--- src/rtl/konami_cs_decoder.sv ---
// konami_cs_decoder: registered chip-select generator with per-region
// wait states. Optional macro: KONAMI_CSDEC_BUSERR_EN (enables bus_err).
module konami_cs_decoder #(
   parameter int ADDR_W = 16,
   parameter int NUM_CS = 4,
   parameter int WS_W = 3,
   parameter logic [NUM_CS*ADDR_W-1:0] CS_BASE = 64'h4000_0000_0000_5F80,
   parameter logic [NUM_CS*ADDR_W-1:0] CS_MASK = 64'hC000_FC00_FC00_FF80,
   parameter logic [NUM_CS*WS_W-1:0] CS_WS = 12'h081,
   parameter logic [2*NUM_CS-1:0] CS_QUAL = 8'h24,
   localparam int IDX_W = $clog2(NUM_CS)
) (
   input  logic              clk,
   input  logic              reset,
   input  logic              req,
   input  logic [ADDR_W-1:0] addr,
   input  logic              rmrd,
   output logic [NUM_CS-1:0] cs_n,
   output logic              ack,
   output logic              bus_err,
   output logic [IDX_W-1:0]  hit_idx,
   output logic              busy
);

   typedef enum logic [1:0] {
      S_IDLE,
      S_WAIT,
      S_ACK,
      S_HOLD
   } state_t;

   state_t            state;
   logic [WS_W-1:0]   cnt;
   logic [NUM_CS-1:0] match;
   logic              hit;
   logic [IDX_W-1:0]  hit_sel;
   logic [WS_W-1:0]   ws_sel;

   // Per-region address window compare, qualified by rmrd
   for (genvar i = 0; i < NUM_CS; i++) begin : g_match
      localparam logic [ADDR_W-1:0] BASE = CS_BASE[i*ADDR_W +: ADDR_W];
      localparam logic [ADDR_W-1:0] MASK = CS_MASK[i*ADDR_W +: ADDR_W];
      localparam logic [1:0] QUAL = CS_QUAL[2*i +: 2];
      logic win;
      logic qual_ok;
      assign win = (addr & MASK) == (BASE & MASK);
      assign qual_ok = (QUAL == 2'b00)
                    || ((QUAL == 2'b01) && !rmrd)
                    || ((QUAL == 2'b10) && rmrd);
      assign match[i] = win && qual_ok;
   end

   // Priority select: scanning downward lets the lowest index win
   always_comb begin
      hit = 1'b0;
      hit_sel = '0;
      ws_sel = '0;
      for (int i = NUM_CS - 1; i >= 0; i--) begin
         if (match[i]) begin
            hit = 1'b1;
            hit_sel = IDX_W'(i);
            ws_sel = CS_WS[i*WS_W +: WS_W];
         end
      end
   end

   // Transaction FSM with registered chip selects, ack and busy
   always_ff @(posedge clk) begin
      if (reset) begin
         state <= S_IDLE;
         cnt <= '0;
         cs_n <= '1;
         ack <= 1'b0;
         hit_idx <= '0;
         busy <= 1'b0;
      end else begin
         ack <= 1'b0;
         case (state)
            S_IDLE: begin
               if (req) begin
                  state <= S_WAIT;
                  busy <= 1'b1;
                  cnt <= hit ? ws_sel : '0;
                  cs_n <= hit ? ~(NUM_CS'(1) << hit_sel) : '1;
                  hit_idx <= hit ? hit_sel : '0;
               end
            end
            S_WAIT: begin
               if (!req) begin
                  state <= S_IDLE;
                  busy <= 1'b0;
                  cs_n <= '1;
                  cnt <= '0;
               end else if (cnt == '0) begin
                  state <= S_ACK;
                  ack <= 1'b1;
               end else begin
                  cnt <= cnt - 1'b1;
               end
            end
            S_ACK: begin
               state <= S_HOLD;
            end
            S_HOLD: begin
               if (!req) begin
                  state <= S_IDLE;
                  busy <= 1'b0;
                  cs_n <= '1;
               end
            end
            default: begin
               state <= S_IDLE;
               busy <= 1'b0;
               cs_n <= '1;
            end
         endcase
      end
   end

`ifdef KONAMI_CSDEC_BUSERR_EN
   logic miss;

   // Remember a missed decode and flag it alongside its ack
   always_ff @(posedge clk) begin
      if (reset) begin
         miss <= 1'b0;
         bus_err <= 1'b0;
      end else begin
         if (state == S_IDLE && req) begin
            miss <= !hit;
         end
         bus_err <= (state == S_WAIT) && req && (cnt == '0) && miss;
      end
   end
`else
   assign bus_err = 1'b0;
`endif

endmodule

--- config.mk ---
export PLATFORM = sky130hd
export DESIGN_NAME = konami_cs_decoder
export DESIGN_NICKNAME = d
export VERILOG_FILES = /design/src/rtl/konami_cs_decoder.sv
export SDC_FILE = /design/constraint.sdc
export NUM_CORES = 1
export LEC_CHECK = 0
export BUFFER_PORTS_ARGS = -buffer_cell sky130_fd_sc_hd__buf_2
export CORE_MARGIN = 5
export CORE_UTILIZATION = 49
export CTS_CLUSTER_DIAMETER = 150
export DETAILED_ROUTE_END_ITERATION = 6
export GPL_TIMING_DRIVEN = 0
export PLACE_DENSITY = 0.81
export SLEW_MARGIN = 10
export SYNTH_ARGS = -nofsm -noshare
export SYNTH_HDL_FRONTEND = slang
export SYNTH_SLANG_ARGS = --single-unit
--- constraint.sdc ---
create_clock -name clk -period 2.3 [get_ports clk]
set_input_delay 0.575 -clock clk [delete_from_list [all_inputs] [get_ports clk]]
set_output_delay 0.575 -clock clk [all_outputs]
set_load 0.1 [all_outputs]
# Word level (Yosys, flattened, before mapping)
# Index checks and enable logic that the tools add are counted.
# classes
addsub	1
n_eq_ne	10
n_shift	1
mux	30
bitwise	3
reduce_logical	14
# op_table
cell	count
$mux 2	13
$logic_not 16->1	1
$mux 4	3
$eq 9x8->1 const B	1
$mux 3	3
$reduce_and 3->1	3
$pmux 2 s4	1
$pmux 4 s2	1
$mux 1	7
$ne 2x2->1 const B	3
$ne 3x3->1 const B	2
$pmux 3 s2	1
$eq 2x1->1 const B	2
$eq 2x2->1 const B	2
$not 4->4	1
$reduce_bool 2->1	2
$shl 1x2->4 const A	1
$logic_not 3->1	1
$reduce_or 3->1	1
$sub 3x1->3 const B	1
$logic_and 1x1->1	2
$logic_not 2->1	1
$not 1->1	2
$pmux 1 s2	1
3 further kinds	3
# totals
reg_bits	13
input_bits	20
out_inout_bits	9

# Logic depth before layout (Yosys ltp)
# Gate-level depths: netlist of the first run.
# logic_depth
depth_word	10
mapped_depth	6

# Least setup slack after synthesis of the first run
# No wires, ideal clock.
# synth_timing
path_kind	in2reg
start	input req
end	register cs_n[0]
setup_ps	127
arrival_ps	1397
required_time_ps	2173
path_slack_ps	776
cell_stages	3
n_path_buf	0
path_cell_list	or3b_4 > nor4_2 > o21ai_1
# synth_via
elab_chain_cells	2
# synth_rtl
element	line	source
start, declared	15	input logic req,
$ne 2x2->1 (no source line)	-	
$reduce_and 3->1 (no source line) (*)	-	
end signal, assigned	84	cs_n <= hit ? ~(NUM_CS'(1) << hit_sel) : '1;
end, declared	18	output logic [NUM_CS-1:0] cs_n,
# Every way passes the cells marked *; elsewhere a longest branch is shown, timed or not.
# A chain may end at the register's enable or synchronous reset.

# Worst setup path after layout of the first run
# layout_timing
start	register busy
end	output busy
# layout_lines
element	line	source
start, declared	22	output logic busy
start signal, assigned	75	busy <= 1'b0;
start signal, assigned	82	busy <= 1'b1;
start signal, assigned	91	busy <= 1'b0;
# No word-level cell between the ends.

==> results of run 1 <==
-- final timing paths --
path | end | slack, ps
hold reg to reg | cnt[2] | 500
setup / recovery | busy | 660
hold / removal | hit_idx[1] | 490
setup reg to reg | cnt[2] | 730
-- state kept, by name (all words and copies together), names as in the netlist, named ones only --
name     count
busy         1
hit_idx      2
ack          1
cnt          3
state        1
cs_n         4
-- cell families (layout without fill, tap and decap cells) --
logic type,count (synthesis),in the layout
DFF,13,13
AOI/OAI and AO/OA,19,19
other,1,1
adders and majority gates,2,2
buffers and inverters,10,34
and+or+nand+nor,36,36
-- Yosys cell counts, drive strengths merged, types with 2 or more instances --
| master | n |
|---|---|
| nor2 | 13 |
| buf | 3 |
| ha | 2 |
| dfxtp | 13 |
| inv | 6 |
| o21ai | 4 |
| a21oi | 2 |
| nand2b | 4 |
| nor4 | 3 |
| o21bai | 2 |
| a2111oi | 2 |
| nor3 | 4 |
| nand3 | 3 |
| nand4b | 2 |
| nand3b | 2 |
| a211oi | 3 |
-- routing by layer --
metal	track usage	part of all wire
met1	0.203	0.45
met2	0.248	0.47
met3	0.0451	0.060
met4	0.0484	0.017
met5	0	0
-- layout make-up --
cell class	instances	share of cell area
Multi-Input combinational cell	58	0.461
Sequential cell	13	0.306
Timing Repair Buffer	20	0.118
Buffer	4	0.0353
Clock buffer	4	0.0309
Inverter	6	0.0265
Tap cell	15	0.0221
-- layout by cell type (no fill, tap or decap), drive strengths merged --
master and instances:
nand4b 2, clkbuf 5, or4 1, buf 23
nor2 13, or3b 1, dfxtp 13, a2111oi 2
a2bb2oi 1, a221oi 1, ha 2, nand2 1
o21ai 4, a41oi 1, o22ai 1, nand2b 4
nand3 3, conb 1, nor3b 1, inv 6
o211ai 1, nor4 3, o21bai 2, nor2b 1
nand3b 2, a211oi 3, o21a 1, nor3 4
a21oi 2
-- metrics by stage --
stage / std cells / utilization / power [uW] / hold WS, ps
CTS: 120 / 0.637 / 580 / 494
global placement: 116 / 0.617 / 437 / 478
detailed placement: 116 / 0.617 / 440 / 485
global route: 120 / 0.637 / 615 / 496
floorplan: 81 / - / 403 / 460
finish: 120 / 0.637 / 580 / 490
-- power groups by stage --
stage	sequential [uW]	clock, uW	combinational, uW
floorplan	307	0	96.3
global placement	255	0	181
detailed placement	256	0	184
CTS	251	144	185
global route	253	160	202
finish	251	144	185
==> qor.csv, run 1 <==
metric,value,unit
synth_mux_area_frac,0,
async_flop_share,0,
synth-main-ff-cell,dfxtp_1,
hold_path_class,in2reg,
crit_cells,1,
cp_data_arrival_time,1070,ps
yosysSeqAreaShare,0.369,
synth-xor-area-share,0,
area_delta_synth_final,20.6,%
yosysTopAreaCell,dfxtp_1,
grtUsageTotal,0.156,
final.min_clock_period,1640,ps
status,"finished, final reports clean",
drive_above_1_share,0.295,
regArea,260,um^2
fmax,610,MHz
hold_viol_final,0,
synth_cells,81,
power.internal,366,uW
clkPwrFrac,0.249,
design.die.area,0.00230,mm^2
final_area,850,um^2
start_util,0.528,
cp-startpoint,busy,
drt-wirelength-per-cell,12.1,um
slowest_stage,buf_2,
routabilityCongestion,0.809,
hold_path_depth,2,
n_fill_cell,122,
die-width,47.9,um
grt_pass1_vias,600,
syn_avg_cell_area,8.70,um^2
finalSetupTns,0,ps
synth_adder_area_share,0.0355,
drv_cap,0,
postCtsHoldBufs,0,
multi_input_area,392,um^2
power.density,683,mW/mm^2
synth_fp_nets,103,
synth-compound-area-share,0.211,
cts_buffers,3,
p_leak,0.000347,uW
required,1730,ps
crit_buf_inv,1,
seq_power_share,0.432,
antenna_found_initial,0,
swShare,0.370,
htreeDepth,1,
root_buffer,clkbuf_4,
period_share,0.713,
path_max_fanout,3,
dp_slack,573,ps
finalSetupViolCount,0,
clock_sinks,13,
rsz0062_at_grt,false,
port-buffer-count,20,
irDropWorstVdd,524,uV
first_pass_iters,4,
path_delay_family,buffers and inverters,
hpwl,1.13,mm
drc,0,
synth_top_family_by_area,simple AND/OR/NAND/NOR gates,
syn_area,704,um^2
die_h,47.9,um
slew_violations,0,
clkTransAtPathRegs,80,ps
rr_startpoint,cnt[0],
synth_area_leaders,"dfxtp_1 (37%), nor2_1 (6.9%), ha_1 (3.6%), nand2b_1 (3.6%), nor4_2 (3.6%)",
cts_resized,0,
cts_tree,yes,
finClkSkew,4.87,ps
rr_worst_depth,6,
critical_path_class,reg2out,
p_comb_frac,0.319,
yosysUniqueCellTypes,32,
path_cells,buf_2,
fin_ws,660,ps
viasPerCell,5.43,
vias,651,
io_pins,29,
rows,13,
routed_wl,1.45,mm
diodes,0,
ant_nets,0,
clock_latency,280,ps
switching_power,215,uW
ys_ff_latch,13,
grt_pass1_wl,2.52,mm
nets,128,
slowest_delay,430,ps
synth-edff-count,0,
design.core.area,0.00133,mm^2
netlist.area_leader.share,0.369,
grt_start_max_net_pins,11,
placed_cell_area,823,um^2
cp-start-kind,register,
yosys.area_share.simple,0.304,
end_kind,output port,
first_iter_violations,12,
ys_warn_count,0,
cts_buffer_depth,2,
min_from,reset,
grt_overflow,0,
postCtsSetupBuffers,0,
Note: power is estimated with default switching activity, not from simulation.
==> inputs of run 2 (changes only) <==
--- a/config.mk
+++ b/config.mk
@@ -6,12 +6,13 @@
 export NUM_CORES = 1
 export LEC_CHECK = 0
 export BUFFER_PORTS_ARGS = -buffer_cell sky130_fd_sc_hd__buf_2
+export CORE_ASPECT_RATIO = 1.2
 export CORE_MARGIN = 5
-export CORE_UTILIZATION = 49
+export CORE_UTILIZATION = 45
 export CTS_CLUSTER_DIAMETER = 150
 export DETAILED_ROUTE_END_ITERATION = 6
 export GPL_TIMING_DRIVEN = 0
-export PLACE_DENSITY = 0.81
+export PLACE_DENSITY = 0.76
 export SLEW_MARGIN = 10
 export SYNTH_ARGS = -nofsm -noshare
 export SYNTH_HDL_FRONTEND = slang
==> constraint.sdc (replaced) <==
create_clock -name clk -period 1.6 [get_ports clk]
set_input_delay 0.4 -clock clk [delete_from_list [all_inputs] [get_ports clk]]
set_output_delay 0.4 -clock clk [all_outputs]
set_load 0.1 [all_outputs]
==> run 2 against run 1 <==
Sequential share of layout area is 0.62 points lower. Clock power rose by 41%. Via count rose by 2.8%. Die area up 7.1%. Critical path depth rose by 5. Critical endpoint is now cnt[2]. Largest cell class unchanged.
==> qor.csv, run 2 (synthesized netlist as in run 1, its figures left out) <==
metric,value,unit
status,"finished, final reports clean",
p_comb_frac,0.330,
path_delay_family,simple AND/OR/NAND/NOR gates,
design.die.area,0.00246,mm^2
cp-start-kind,register,
postCtsHoldBufs,0,
largest_registers,"cs_n x4, cnt x3, hit_idx x2",
cts_buffers,3,
whs,331,ps
final_cell_mix,"buf_2 (20), nor2_1 (13), dfxtp_1 (13)",
holdPathEnd,hit_idx[1],
fmax,649,MHz
total_power,840,uW
io_pins,29,
clock_sinks,13,
nets,129,
r2r_end,cnt[2],
slowest_delay,490,ps
hpwl,1.18,mm
wl_met1,665,um
routed_wl,1.53,mm
slew_violations,0,
drive_above_1_share,0.321,
clkTransAtPathRegs,80,ps
first_pass_iters,4,
irDropWorstVdd,583,uV
rows,15,
first_iter_violations,10,
grt_pass1_wl,2.69,mm
grtUsageTotal,0.147,
design.core.area,0.00146,mm^2
min_from,reset,
htreeDepth,1,
regMostFlops,cs_n,
antenna_found_initial,0,
die_h,53.3,um
root_buffer,clkbuf_4,
area_delta_synth_final,23.1,%
required,1810,ps
power.internal,532,uW
final.min_clock_period,1540,ps
seq_power_share,0.429,
power.density,969,mW/mm^2
hold_path_class,in2reg,
cts_buffer_depth,2,
start_util,0.481,
die-width,46.1,um
largest_reg_flops,4,
dr_wl_met2,743,um
period_share,0.963,
ant_nets,0,
diodes,0,
routabilityCongestion,0.779,
grt_overflow,0,
grt_pass1_vias,685,
critical_path_class,reg2reg,
hold_viol_final,0,
fin_util,0.592,
highest_layer,met4,
wl_met3,103,um
path_cells,"inv_1, ha_1, nand4b_1, o211ai_4, or4_4, a21oi_2",
port-buffer-count,20,
crit_buf_inv,1,
finalSetupViolCount,0,
slowest_stage,or4_4,
grt_start_max_net_pins,11,
clock_latency,270,ps
viasPerCell,5.44,
swShare,0.367,
drc,0,
p_leak,0.000354,uW
vias,669,
drv_cap,0,
cp_data_arrival_time,1750,ps
end_kind,register,
drt-wirelength-per-cell,12.4,um
final_area,867,um^2
placed_cell_area,826,um^2
rrSetupSlack,60,ps
switching_power,308,uW
fin_ws,58.5,ps
hold_path_depth,2,
clkPwrFrac,0.241,
cts_tree,yes,
rr_worst_depth,6,
path_max_fanout,3,
finClkSkew,0.689,ps
rr_startpoint,cnt[0],
dp_slack,33.8,ps
final_common_cell,buf_2,
[run 2: routing by layer]
layer / vias up / GRT usage
li1: 342 / -
met1: 307 / 0.166
met2: 18 / 0.250
met3: 2 / 0.0476
met4: 0 / 0.0521
met5: - / 0
[run 2: final cells by class]
cell class,count,area [um^2]
well taps,17,21.3
fillers,135,597
multi-input cells,58,399
plain buffers,4,30.0
inverters,6,22.5
repair buffers,21,108
flip-flops and latches,13,260
clock buffers,4,26.3
[run 2: what timing repair did]
item | CTS | global route
endpoints found under the setup margin | 0 | 1
resized for setup | 0 | 2
setup buffers | 0 | 1
[run 2: worst register-to-register path, cell delays in order, from the launching register on]
cell	delay (ps)
dfxtp_1	330
inv_1	70
ha_1	220
nand4b_1	140
o211ai_4	90
or4_4	490
a21oi_2	130
[run 2: worst max-delay path by stage]
stage	from	endpoint	depth (start not counted)
after floorplan	hit_idx[1]	hit_idx[1]	2
after global placement	req	cs_n[0]	4
after detailed placement	req	cs_n[0]	4
after CTS	cnt[0]	cnt[2]	6
after global routing	cnt[0]	cnt[2]	6
final	cnt[0]	cnt[2]	6
[run 2: per-stage QoR]
step / TNS, ps / std cells
detailed placement: 0 / 118
global route: -27.3 / 123
CTS: 0 / 122
global placement: 0 / 118
floorplan: 0 / 81
finish: 0 / 123
[run 2: power groups by stage]
| stage | logic (uW) | clock network [uW] | registers (uW) |
|---|---|---|---|
| floorplan | 138 | 0 | 441 |
| global placement | 263 | 0 | 367 |
| detailed placement | 267 | 0 | 368 |
| CTS | 268 | 207 | 360 |
| global route | 298 | 230 | 364 |
| finish | 278 | 203 | 360 |
